**config.mk**
```make
export PLATFORM = sky130hd
export DESIGN_NAME = counter_sequencer
export DESIGN_NICKNAME = d
export VERILOG_FILES = /design/src/rtl/counter_sequencer.sv
export SDC_FILE = /design/constraint.sdc
export NUM_CORES = 1
export LEC_CHECK = 0
export ABC_AREA = 1
export BUFFER_PORTS_ARGS = -buffer_cell sky130_fd_sc_hd__buf_2
export CORE_UTILIZATION = 48
export DETAILED_ROUTE_END_ITERATION = 7
export PLACE_DENSITY_LB_ADDON = 0.05
export SYNTH_ARGS = -nofsm -noshare
export SYNTH_HDL_FRONTEND = slang
export SYNTH_SLANG_ARGS = --single-unit
```
**constraint.sdc**
```tcl
create_clock -name MAX10_CLK1_50 -period 2 [get_ports MAX10_CLK1_50]
set_input_delay 0.4 -clock MAX10_CLK1_50 [delete_from_list [all_inputs] [get_ports MAX10_CLK1_50]]
set_output_delay 0.4 -clock MAX10_CLK1_50 [all_outputs]
set_load 0.05 [all_outputs]
```
**src/rtl/counter_sequencer.sv**
```systemverilog
// counter_sequencer: count-enable tick divider, KEY[1] load-command path and run/idle/load/halt FSM
// for the MAX10 10-bit up-counter. Define COUNTER_SEQ_DEBOUNCE_EN to add a KEY[1] debounce filter.
module counter_sequencer #(
    parameter int TICK_DIV  = 10,
    parameter int TICK_W    = 4,
    parameter int WIDTH     = 10,
    parameter int WRAP      = 1,
    parameter int DB_CYCLES = 16,
    parameter int DB_W      = 5
) (
    input  logic             MAX10_CLK1_50,
    input  logic [1:0]       KEY,
    input  logic [WIDTH-1:0] SW,
    input  logic             run,
    input  logic [WIDTH-1:0] count,
    output logic             cnt_en,
    output logic             cnt_load,
    output logic [WIDTH-1:0] load_val,
    output logic [1:0]       state,
    output logic             tc
);

    typedef enum logic [1:0] {
        IDLE = 2'd0,
        RUN  = 2'd1,
        LOAD = 2'd2,
        HALT = 2'd3
    } state_t;

    state_t cur_state;
    state_t next_state;

    logic rst_n;
    logic key_s1;
    logic key_s2;
    logic filt;
    logic filt_prev;
    logic load_evt;

    logic [TICK_W-1:0] div;
    logic [TICK_W-1:0] div_d;
    logic              div_last;
    logic              at_max;
    logic              tick_due;

    logic             cnt_en_d;
    logic             cnt_load_d;
    logic             tc_d;
    logic [WIDTH-1:0] load_val_d;

    assign rst_n = KEY[0];

    // Two-flop synchroniser; idles at the released (high) level.
    always_ff @(posedge MAX10_CLK1_50 or negedge rst_n) begin
        if (!rst_n) begin
            key_s1 <= 1'b1;
            key_s2 <= 1'b1;
        end else begin
            key_s1 <= KEY[1];
            key_s2 <= key_s1;
        end
    end

`ifdef COUNTER_SEQ_DEBOUNCE_EN
    logic [DB_W-1:0] db_cnt;
    logic            db_level;

    // Filtered level only follows after DB_CYCLES consecutive clocks at the new level.
    always_ff @(posedge MAX10_CLK1_50 or negedge rst_n) begin
        if (!rst_n) begin
            db_cnt   <= '0;
            db_level <= 1'b1;
        end else if (key_s2 == db_level) begin
            db_cnt <= '0;
        end else if (db_cnt == DB_W'(DB_CYCLES - 1)) begin
            db_cnt   <= '0;
            db_level <= key_s2;
        end else begin
            db_cnt <= db_cnt + 1'b1;
        end
    end

    assign filt = db_level;
`else
    logic [DB_W-1:0] db_cfg_unused;
    assign db_cfg_unused = DB_W'(DB_CYCLES);
    assign filt = key_s2;
`endif

    // Registered falling-edge detect: one load_evt per press, nothing on hold or release.
    always_ff @(posedge MAX10_CLK1_50 or negedge rst_n) begin
        if (!rst_n) begin
            filt_prev <= 1'b1;
            load_evt  <= 1'b0;
        end else begin
            filt_prev <= filt;
            load_evt  <= filt_prev & ~filt;
        end
    end

    assign div_last = (div == TICK_W'(TICK_DIV - 1));
    assign at_max   = (count == '1);
    assign tick_due = (cur_state == RUN) && run && div_last;

    always_ff @(posedge MAX10_CLK1_50 or negedge rst_n) begin
        if (!rst_n) begin
            cur_state <= IDLE;
        end else begin
            cur_state <= next_state;
        end
    end

    always_comb begin
        next_state = cur_state;
        if (load_evt) begin
            next_state = LOAD;
        end else begin
            case (cur_state)
                IDLE: if (run) next_state = RUN;
                RUN: begin
                    if (!run) begin
                        next_state = IDLE;
                    end else if (tick_due && (WRAP == 0) && at_max) begin
                        next_state = HALT;
                    end
                end
                LOAD:    next_state = run ? RUN : IDLE;
                HALT:    if (!run) next_state = IDLE;
                default: next_state = IDLE;
            endcase
        end
    end

    // Outputs are computed from the coming state so every strobe leaves a flop.
    always_comb begin
        cnt_en_d   = tick_due && (next_state == RUN);
        cnt_load_d = (next_state == LOAD);
        tc_d       = (next_state == HALT);
        load_val_d = load_evt ? SW : load_val;
        div_d      = '0;
        if ((cur_state == RUN) && (next_state == RUN)) begin
            div_d = div_last ? '0 : div + 1'b1;
        end
    end

    always_ff @(posedge MAX10_CLK1_50 or negedge rst_n) begin
        if (!rst_n) begin
            cnt_en   <= 1'b0;
            cnt_load <= 1'b0;
            tc       <= 1'b0;
            load_val <= '0;
            div      <= '0;
        end else begin
            cnt_en   <= cnt_en_d;
            cnt_load <= cnt_load_d;
            tc       <= tc_d;
            load_val <= load_val_d;
            div      <= div_d;
        end
    end

    assign state = cur_state;

endmodule

```
==> impl_metrics.json <==
{
  "ys_warn_count": 0,
  "ant_nets": 0,
  "vias_per_cell": 4.33,
  "power_frac_clock_pct": 22.2,
  "layout.nets": 140,
  "slowest_delay_ns": 0.38,
  "num_rows": 15,
  "cp.buffers_inverters": 1,
  "synth_top_cells_by_area": "dfrtp_1 57%, nand2_1 15%, dfstp_2 9.0%",
  "intPower_w": 0.000624,
  "core_region_area_um2": 1730,
  "layout_common_cells": "34 x nand2_1, 28 x buf_2, 20 x dfrtp_1",
  "syn_area_per_cell_um2": 10.4,
  "maxSlewViolCount": 0,
  "ys_seq_elements": 23,
  "worst_pin_slew_ns": 0.536,
  "die_y_um": 44.7,
  "place_ws_ns": 0.817,
  "die_area_um2": 2000,
  "wl_per_cell_um": 9.66,
  "slew_headroom_pct": 64.2,
  "drc": 0,
  "finalSetupViolCount": 0,
  "cp_max_fo": 3,
  "max_clock_freq_mhz": 742,
  "yosysTopAreaCellShare_pct": 57.1,
  "period_needed_ns": 1.35,
  "skew_ns": 0.0122,
  "final.fill_count": 162,
  "path_clk_slew_ns": 0.12,
  "start_util_pct": 50.8,
  "grt_usage_pct": 14.9,
  "syn_nets": 110,
  "final_cells": 138,
  "power_density_nw_per_um2": 885,
  "finalCritPeriodShare_pct": 67.4,
  "tns_ns": 0,
  "path_cells": "buf_2",
  "cts_resized": 0,
  "cts_max_level": 1,
  "place.port_buffers": 28,
  "synth_cell_types": 16,
  "first_global_vias": 511,
  "cp-start-kind": "flop",
  "area_delta_synth_final_pct": 19.5,
  "yosysSeqAreaShare_pct": 66.0,
  "cp.arrival_ns": 0.95,
  "postCtsSetupRepairBufs": 0,
  "drtIter0Drc": 6,
  "pwr-share-comb_pct": 21.3,
  "io_pins": 39,
  "clock_sinks": 23,
  "hold_viol_final": 0,
  "grt_max_degree": 24,
  "rsz0062_at_grt": "no",
  "crit_path_end_kind": "output port",
  "power_frac_seq_pct": 56.5,
  "p_sw_share_pct": 32.7,
  "yosysTopAreaCell": "dfrtp_1",
  "antenna_found_initial": 0,
  "critPathKind": "flop to output port",
  "crit_family": "flip-flops",
  "placed_area_um2": 1020,
  "numCtsBuffers": 3,
  "overflow": 0,
  "drive_above_1_share_pct": 33.6,
  "diodes": 0,
  "synth_cells": 84,
  "required_ns": 1.60,
  "max-cap-violations": 0,
  "firstDrtPassIters": 4,
  "status": "finished, final reports clean",
  "die_width_um": 44.7,
  "post-place-cells": 134,
  "multi_input_area_um2": 245,
  "setup_slack_ns": 0.652,
  "clock_latency_ns": 0.30,
  "routed_wl_um": 1330,
  "clk_path_buf_depth": 2,
  "regArea_um2": 579,
  "cpMaxStageDelayCell": "dfrtp_1",
  "dpl.hpwl_um": 946,
  "vdd_drop_max_v": 0.000550,
  "via_count": 597,
  "cts_root_buffer": "clkbuf_4",
  "postLayoutCellArea_um2": 1050,
  "syn_area_um2": 877,
  "p_switching_w": 0.000303,
  "grt_pass1_wl_um": 2080,
  "p_leak_nw": 0.577,
  "ctsHoldBuffers": 0,
  "cts_tree": "done",
  "final_common_cell": "nand2_1",
  "globalplace.congestion": 0.671,
  "hold_path_class": "input port to async pin"
}
through the flow:
step | utilization [%] | hold slack [ns] | total power (W)
after global placement | 59.2 | 0.347 | 0.000731
after CTS | 60.7 | 0.0488 | 0.000941
after global routing | 60.7 | 0.0614 | 0.000970
after detailed placement | 59.2 | 0.349 | 0.000734
final | 60.7 | 0.0351 | 0.000928
after floorplan | - | 0.104 | 0.000678
cell usage after synthesis:
cell type	n
clkbuf_1	1
nand2_1	34
nand3_4	1
nand4_1	1
nor2_1	6
nor2_4	1
dfrtp_1	20
nor3_1	1
dfstp_2	3
nand3_1	3
nor2_2	1
inv_2	1
ha_1	2
inv_1	6
xnor2_1	1
buf_6	2
cell families (layout without fill, tap and decap cells):
logic type                 count (synthesis)  count (layout)  share of synthesized area (%)
adders and majority gates                  2               2                           2.85
xor gates and xnor gates                   1               1                          0.999
and+or+nand+nor                           48              48                           24.1
DFF                                       23              23                           66.0
buffers and inverters                     10              39                           5.99
worst paths after layout:
kind                                    startpoint                      end  slack, ns  depth (start not counted)
worst max register to register  load_evt$_DFF_PN0_  load_val[7]$_DFFE_PN0P_       0.83                          3
max in group asynchronous                   KEY[0]      filt_prev$_DFF_PN1_       1.60                          1
worst min register to register    key_s1$_DFF_PN1_           filt$_DFF_PN1_       0.36                          0
min in group MAX10_CLK1_50                  KEY[1]         key_s1$_DFF_PN1_       0.19                          1
worst min-delay path                        KEY[0]  load_val[1]$_DFFE_PN0P_       0.04                          1
worst max-delay path            state[1]$_DFF_PN0_                 state[1]       0.65                          1
power groups by stage:
| stage | combinational (W) | clock (W) | sequential [W] |
|---|---|---|---|
| after CTS | 0.000201 | 0.000216 | 0.000525 |
| after detailed placement | 0.000200 | 0 | 0.000534 |
| after floorplan | 0.0000405 | 0 | 0.000637 |
| after global placement | 0.000199 | 0 | 0.000532 |
| final | 0.000198 | 0.000205 | 0.000524 |
| after global routing | 0.000211 | 0.000230 | 0.000529 |
flip-flops by register name, summed over array words and instances, names as in the netlist:
register   count
tc             1
filt           1
state          2
cnt_load       1
load_evt       1
load_val      10
cnt_en         1
div            4
filt_prev      1
key_s1         1
layout make-up:
cell class / instances / area share [%]
multi-input combinational: 51 / 23.4
tap: 25 / 2.98
timing repair buffer: 28 / 13.4
sequential: 23 / 55.3
clock buffer: 4 / 2.51
inverter: 7 / 2.51
layer usage:
layer,global-route usage (%),part of all wire [%]
met1,18.5,47
met2,23.5,47
met3,2.40,4.6
met4,10.9,0.90
met5,0,0
Power figures use the tool's default switching activity.
